## config.mk

```make
export PLATFORM = sky130hd
export DESIGN_NAME = cla_pipe_addsub
export DESIGN_NICKNAME = d
export VERILOG_FILES = /design/src/rtl/cla_pipe_addsub.sv
export SDC_FILE = /design/constraint.sdc
export NUM_CORES = 1
export LEC_CHECK = 0
export CORE_ASPECT_RATIO = 1.5
export CORE_MARGIN = 2
export CORE_UTILIZATION = 35
export CTS_BUF_LIST = sky130_fd_sc_hd__clkbuf_16
export DETAILED_ROUTE_END_ITERATION = 6
export GPL_ROUTABILITY_DRIVEN = 0
export HOLD_SLACK_MARGIN = 0.08
export PLACE_DENSITY = 0.66
export SETUP_SLACK_MARGIN = 0.4
export SYNTH_ARGS = -nofsm -noshare
export SYNTH_HDL_FRONTEND = slang
export SYNTH_SLANG_ARGS = --single-unit
```

## constraint.sdc

```tcl
create_clock -name clk -period 2.2 [get_ports clk]
set_input_delay 0.22 -clock clk [delete_from_list [all_inputs] [get_ports clk]]
set_output_delay 0.22 -clock clk [all_outputs]
set_load 0.005 [all_outputs]
```

## src/rtl/cla_pipe_addsub.sv

```systemverilog
// Pipelined two-level carry-lookahead adder/subtractor. One SEG-bit segment is
// resolved per stage. Operands are skewed in and partial sums deskewed out.
module cla_pipe_addsub #(
    parameter int WIDTH = 16,
    parameter int SEG   = 4
) (
    input  logic             clk,
    input  logic             rst_n,
    input  logic             in_valid,
    output logic             in_ready,
    input  logic [WIDTH-1:0] a,
    input  logic [WIDTH-1:0] b,
    input  logic             cin,
    input  logic             sub,
    output logic             out_valid,
    input  logic             out_ready,
    output logic [WIDTH-1:0] sum,
    output logic             cout,
    output logic             ovf,
    output logic             zero
);

    localparam int NSEG = WIDTH / SEG;
    localparam int NG   = SEG / 4;

    // Returns {carry out of segment, segment sum}. Propagate is a|b, so the
    // sum uses the operand XOR rather than p.
    function automatic logic [SEG:0] seg_add(input logic [SEG-1:0] av,
                                             input logic [SEG-1:0] bv,
                                             input logic           ci);
        logic [SEG-1:0] p;
        logic [SEG-1:0] g;
        logic [SEG-1:0] c;
        logic [NG-1:0]  gp;
        logic [NG-1:0]  gg;
        logic [NG:0]    gc;
        p = av | bv;
        g = av & bv;
        for (int j = 0; j < NG; j++) begin
            gg[j] = 1'b0;
            gp[j] = 1'b1;
            for (int i = 0; i < 4; i++) begin
                gg[j] = g[4*j+i] | (p[4*j+i] & gg[j]);
                gp[j] = gp[j] & p[4*j+i];
            end
        end
        gc[0] = ci;
        for (int j = 0; j < NG; j++) begin
            gc[j+1] = gg[j] | (gp[j] & gc[j]);
        end
        for (int j = 0; j < NG; j++) begin
            for (int i = 0; i < 4; i++) begin
                if (i == 0) begin
                    c[4*j] = gc[j];
                end else begin
                    c[4*j+i] = g[4*j+i-1] | (p[4*j+i-1] & c[4*j+i-1]);
                end
            end
        end
        return {gc[NG], av ^ bv ^ c};
    endfunction

    logic [WIDTH-1:0] bx;
    logic             ci0;
    logic             advance;

    assign bx       = sub ? ~b : b;
    assign ci0      = sub ? 1'b1 : cin;
    assign advance  = out_ready | ~out_valid;
    assign in_ready = advance;

    genvar gi;
    generate
        for (gi = 0; gi < NSEG; gi++) begin : stg
            localparam int LO = gi * SEG;

            logic [SEG-1:0]    seg_a;
            logic [SEG-1:0]    seg_b;
            logic              seg_ci;
            logic              valid_in;
            logic [SEG:0]      seg_res;
            logic [LO+SEG-1:0] sum_next;
            logic              valid_reg;
            logic              carry_reg;
            logic [LO+SEG-1:0] sum_reg;

            if (gi == 0) begin : g_first
                assign seg_a    = a[SEG-1:0];
                assign seg_b    = bx[SEG-1:0];
                assign seg_ci   = ci0;
                assign valid_in = in_valid;
                assign sum_next = seg_res[SEG-1:0];
            end else begin : g_chain
                assign seg_a    = stg[gi-1].g_skew.a_reg[SEG-1:0];
                assign seg_b    = stg[gi-1].g_skew.b_reg[SEG-1:0];
                assign seg_ci   = stg[gi-1].carry_reg;
                assign valid_in = stg[gi-1].valid_reg;
                assign sum_next = {seg_res[SEG-1:0], stg[gi-1].sum_reg};
            end

            assign seg_res = seg_add(seg_a, seg_b, seg_ci);

            always_ff @(posedge clk or negedge rst_n) begin
                if (!rst_n) begin
                    valid_reg <= 1'b0;
                    carry_reg <= 1'b0;
                    sum_reg   <= '0;
                end else if (advance) begin
                    valid_reg <= valid_in;
                    carry_reg <= seg_res[SEG];
                    sum_reg   <= sum_next;
                end
            end

            // Operand bits not yet consumed ride along behind the carry.
            if (gi < NSEG - 1) begin : g_skew
                localparam int HW = WIDTH - LO - SEG;
                logic [HW-1:0] a_reg;
                logic [HW-1:0] b_reg;
                logic [HW-1:0] a_next;
                logic [HW-1:0] b_next;

                if (gi == 0) begin : g_src
                    assign a_next = a[WIDTH-1:SEG];
                    assign b_next = bx[WIDTH-1:SEG];
                end else begin : g_fwd
                    assign a_next = stg[gi-1].g_skew.a_reg[HW+SEG-1:SEG];
                    assign b_next = stg[gi-1].g_skew.b_reg[HW+SEG-1:SEG];
                end

                always_ff @(posedge clk or negedge rst_n) begin
                    if (!rst_n) begin
                        a_reg <= '0;
                        b_reg <= '0;
                    end else if (advance) begin
                        a_reg <= a_next;
                        b_reg <= b_next;
                    end
                end
            end

            if (gi == NSEG - 1) begin : g_last
                logic ovf_reg;
                logic zero_reg;

                // Carry into the MSB is recovered as a^b'^sum at that bit.
                always_ff @(posedge clk or negedge rst_n) begin
                    if (!rst_n) begin
                        ovf_reg  <= 1'b0;
                        zero_reg <= 1'b0;
                    end else if (advance) begin
                        ovf_reg  <= seg_res[SEG] ^ seg_a[SEG-1] ^ seg_b[SEG-1] ^ seg_res[SEG-1];
                        zero_reg <= ~|sum_next;
                    end
                end
            end
        end
    endgenerate

    assign out_valid = stg[NSEG-1].valid_reg;
    assign sum       = stg[NSEG-1].sum_reg;
    assign cout      = stg[NSEG-1].carry_reg;
    assign ovf       = stg[NSEG-1].g_last.ovf_reg;
    assign zero      = stg[NSEG-1].g_last.zero_reg;

endmodule

```

### Word-level counts from Yosys, hierarchy flattened

Cells that the tools add are included.

| storage, ports and cells | value |
|---|---|
| bits in registers | 98 |
| input bits | 38 |
| output and inout port bits | 21 |
| word-level logic and storage cells | 114 |

| cells by class | value |
|---|---|
| mux-type cells | 2 |
| bitwise logic cells | 90 |
| reduce and logical (&&, ||, !) cells | 2 |

Operator list:

| kind | number |
|---|---|
| 1-bit bitwise AND | 40 |
| 4-bit bitwise XOR | 8 |
| 1-bit bitwise OR | 29 |
| 4-bit bitwise AND | 4 |
| 16-bit two-way mux | 1 |
| 16-bit NOT | 1 |
| 4-bit bitwise OR | 4 |
| 16-bit OR reduction | 1 |
| 1-bit bitwise XOR | 3 |
| 1-bit zero test | 1 |
| 1-bit two-way mux | 1 |
| 1-bit NOT | 1 |

### Depth between registers and ports, before layout

| logic depth | value |
|---|---|
| depth after elaboration | 11 |
| gate-level depth with buffers | 10 |

### Worst setup path after synthesis

Ideal clock, no wire load.

| path | value |
|---|---|
| path type | reg2reg |
| start | register stg[2].carry_reg |
| end | register stg[3].g_last.ovf_reg (netlist: ovf) |
| arrival | 2.176 ns |
| required time | 2.076 ns |
| setup slack | -0.099 ns |
| stages on the path, launching flop included | 9 |
| buffers on the path | 0 |
| clock period less this slack | 2.299 ns |
| path through | dfrtp_1 inv_1 fa_1 fa_1 fa_1 xor2_1 xnor2_1 xnor2_1 a21oi_2 |

| on the way | value |
|---|---|
| word-level cells in the longest chain between the ends | 8 |

RTL lines:

| element | RTL line | text |
|---|---|---|
| start: declaration | 84 | `logic carry_reg;` |
| start signal: assignment | 110 | `carry_reg <= seg_res[SEG];` |
| 1-bit bitwise AND | 56 | `c[4*j+i] = g[4*j+i-1] \| (p[4*j+i-1] & c[4*j+i-1]);` |
| 1-bit bitwise OR | 56 |  |
| 1-bit bitwise AND | 56 |  |
| 1-bit bitwise OR | 56 |  |
| 1-bit bitwise AND | 56 |  |
| 1-bit bitwise OR | 56 |  |
| 4-bit bitwise XOR | 60 | `return {gc[NG], av ^ bv ^ c};` |
| 1-bit bitwise XOR (*) | 152 | `ovf_reg <= seg_res[SEG] ^ seg_a[SEG-1] ^ seg_b[SEG-1] ^ seg_res[SEG-1];` |
| end signal: assignment | 152 |  |
| end: declaration | 143 | `logic ovf_reg;` |

Mark *: on every way between the ends. The rest lies on a longest branch, timed or not.
A chain may end at the register's enable or synchronous reset.

### Final worst setup path

Same ends and word-level chain as after synthesis.

==> results.yml <==
status:
  status: "completed"
sta:
  rsz0062_at_grt: "yes"
  period_needed_ns: 2.20
  fin_skew_ns: 0.00507
  tightest_slew_ns: 0.537
  slew_viol_final: 0
  fin_hold_ws_ns: 0.387
  fmax_mhz: 455
  period_share: 1.00
  max_slew_margin: 0.642
  setup_violations: 0
  final-hold-violation-count: 0
  setup_slack_ns: 0.000310
synth:
  yosys_warnings: 0
  synth_nets: 577
  synthTopCellsByArea: "dfrtp_1 52%, nand2_1 13%, ha_1 8.5%"
  yosysSeqAreaShare: 0.518
  syn_inst: 495
  netlist_area_mm2: 0.00474
  syn_area_per_cell_um2: 9.57
  synth-seq-cells: 98
  synth_top_area_frac: 0.518
  synth.largest_area_cell: "dfrtp_1"
  ys_types: 31
finish:
  antennaDiodeCount: 0
  post-route-util: 0.453
  finalNonFillerCells: 729
  stdcell_area_mm2: 0.00604
  fillers: 1246
  drive_above_1_share: 0.131
  nets: 644
  area_delta_synth_final_pct: 27.5
die:
  die_h_um: 146
  die_w_um: 99.0
  initial_core_util: 0.355
  row_count: 52
  coreArea_mm2: 0.0133
  die_area_mm2: 0.0145
  ios: 59
cts:
  insertion_delay_ns: 0.35
  cts-root-buf: "clkbuf_16"
  clkSlewWorstSetupHoldPaths_ns: 0.07
  cts_buffer_depth: 2
  htree_levels: 3
  cts_buffers: 9
  clock_sinks: 98
  cts_tree: "built"
global_route:
  overflow: 0
  grt_pass1_vias: 3426
  grt_max_degree: 72
  grt_usage: 0.139
  grt_pass1_wl_mm: 15.9
  antenna_found_initial: 0
power:
  leakage_uw: 0.00293
  max-vdd-ir-drop_uv: 694
  cellPowerDensity_mw_per_mm2: 1350
placed_design:
  dpl-instance-area_mm2: 0.00559
  portBuffers: 58
  dp.cells: 705
  pre_cts_ws_ns: -0.186
  hpwl_mm: 6.55
detailed_routing:
  m1WireLength_mm: 3.69
  drt-initial-drc-count: 135
  dr_wl_met3_um: 280
  via_per_inst: 4.51
  via_count: 3286
  met2_length_mm: 5.00
  wire_per_inst_um: 12.6
  drt_wl_total_mm: 9.17
  dr.pass1.iters: 4
  ant_nets: 0
  route.detailed.drc: 0
  routed.top_layer: "met4"
worst_setup_path:
  cp_common_cell: "fa_2"
  required_ns: 2.43
  path_cells: "inv_2 > fa_2 > fa_2 > fa_2 > xor2_2 > xnor2_1 > xnor2_1 > a21oi_2"
  crit_arrival_ns: 2.43
  crit_path_end_kind: "flop"
  worst_path_max_delay_cell: "fa_2"
  path_class: "reg -> reg"
  cp_slowest_stage_delay_ns: 0.39
  critPathMaxFanout: 2
  start_kind: "flop"
run:
  maxCapViolCount: 0
min_path:
  hold_path_class: "in -> async"
[placed cells by master, fill, tap and decap left out, types with 2 or more instances in the layout]
master           instances
nand2_1                170
dfrtp_1                 98
clkdlybuf4s50_1         53
inv_1                   33
o21ai_0                 33
ha_1                    32
nor2_1                  17
buf_4                   17
a21oi_1                 15
fa_2                    12
xor2_1                  10
xnor2_1                 10
inv_2                    9
clkbuf_16                9
inv_6                    4
a21oi_2                  4
buf_12                   4
o21bai_1                 3
bufinv_16                3
xor2_2                   2
nor3_1                   2
o21ai_1                  2
mux2i_1                  2
o31ai_1                  2
dlygate4sd2_1            2
[final timing paths]
check / start / end / slack (ns) / cells after the start
worst max register to register: stg[2].carry_reg / ovf / 0.0003 / 8
worst min register to register: sum[11] / sum[11] / 0.46 / 2
max in group asynchronous: rst_n / stg[1].g_skew.b_reg[1] / 1.13 / 3
worst max-delay path: stg[2].carry_reg / ovf / 0.0003 / 8
worst min-delay path: rst_n / sum[13] / 0.39 / 2
min in group clk: a[12] / stg[0].g_skew.a_reg[8] / 0.39 / 3
[report_power, final]
part	switching [µW]	internal [µW]	leakage [µW]	total (µW)
Clock	693	1120	0.000167	1820
Combinational	1670	1590	0.00159	3260
Sequential	467	2610	0.00118	3080
[layout make-up]
class / instances / area (µm²) / share of cell area
inverters: 43 / 166 / 0.0275
flip-flops and latches: 98 / 2450 / 0.406
clock buffers: 9 / 225 / 0.0373
well taps: 162 / 203 / 0.0336
clock inverters: 7 / 124 / 0.0205
repair buffers: 79 / 783 / 0.130
multi-input cells: 331 / 2090 / 0.345
[routing by layer]
layer,GRT usage,up-vias
met5,0,-
met4,0.0555,0
met3,0.0359,11
met2,0.248,48
met1,0.155,1565
li1,-,1662
[cell families after synthesis]
family	Yosys count	share of synthesized area
AO/OA/AOI/OAI	62	0.0740
XOR/XNOR	23	0.0425
adder cells (fa/ha/maj)	44	0.135
buffers and inverters	66	0.0594
flip-flops	98	0.518
multiplexers	2	0.00423
AND/OR/NAND/NOR	200	0.167
[synth_stat cells]
| cell type | number |
|---|---|
| a21oi_2 | 1 |
| clkbuf_1 | 9 |
| nor3_1 | 2 |
| inv_4 | 1 |
| buf_6 | 1 |
| o211a_1 | 1 |
| buf_2 | 10 |
| nor4b_1 | 1 |
| nor2b_1 | 2 |
| nand4_1 | 1 |
| mux2i_1 | 2 |
| dfrtp_1 | 98 |
| nor4_1 | 1 |
| fa_1 | 12 |
| nand3b_1 | 1 |
| o31ai_1 | 3 |
| o31ai_4 | 1 |
| buf_4 | 3 |
| xor2_1 | 12 |
| nor3_2 | 1 |
| nor3b_2 | 1 |
| o21ai_0 | 35 |
| ha_1 | 32 |
| nand3_1 | 1 |
| a21oi_1 | 18 |
| o21bai_1 | 3 |
| nand2_1 | 170 |
| nor2_1 | 18 |
| xnor2_1 | 11 |
| nand2b_1 | 1 |
| inv_1 | 42 |
[stage by stage]
stage,setup TNS (ns),power (µW)
6_report,0,8150
5_1_grt,-0.109,8850
4_1_cts,-0.0134,8260
3_5_place_dp,-0.492,6260
3_3_place_gp,-0.270,6110
2_1_floorplan,0,5030
[worst max-delay path, delay by kind of cell (launching register included)]
| kind | cells | cell delay (ns) |
|---|---|---|
| adders and majority gates | 3 | 1.10 |
| xor gates and xnor gates | 3 | 0.50 |
| DFF | 1 | 0.37 |
| AOI/OAI and AO/OA | 1 | 0.07 |
| buffers and inverters | 1 | 0.05 |
[what timing repair did]
item | CTS | global route
hold buffers | 1 | 0
hold endpoints to repair | 39 | 0
pin swaps | 11 | 8
endpoints found under the setup margin | 13 | 10
setup buffers | 7 | 0
resized for setup | 16 | 8
gates cloned | 0 | 0
(Power assumes the default switching activity.)
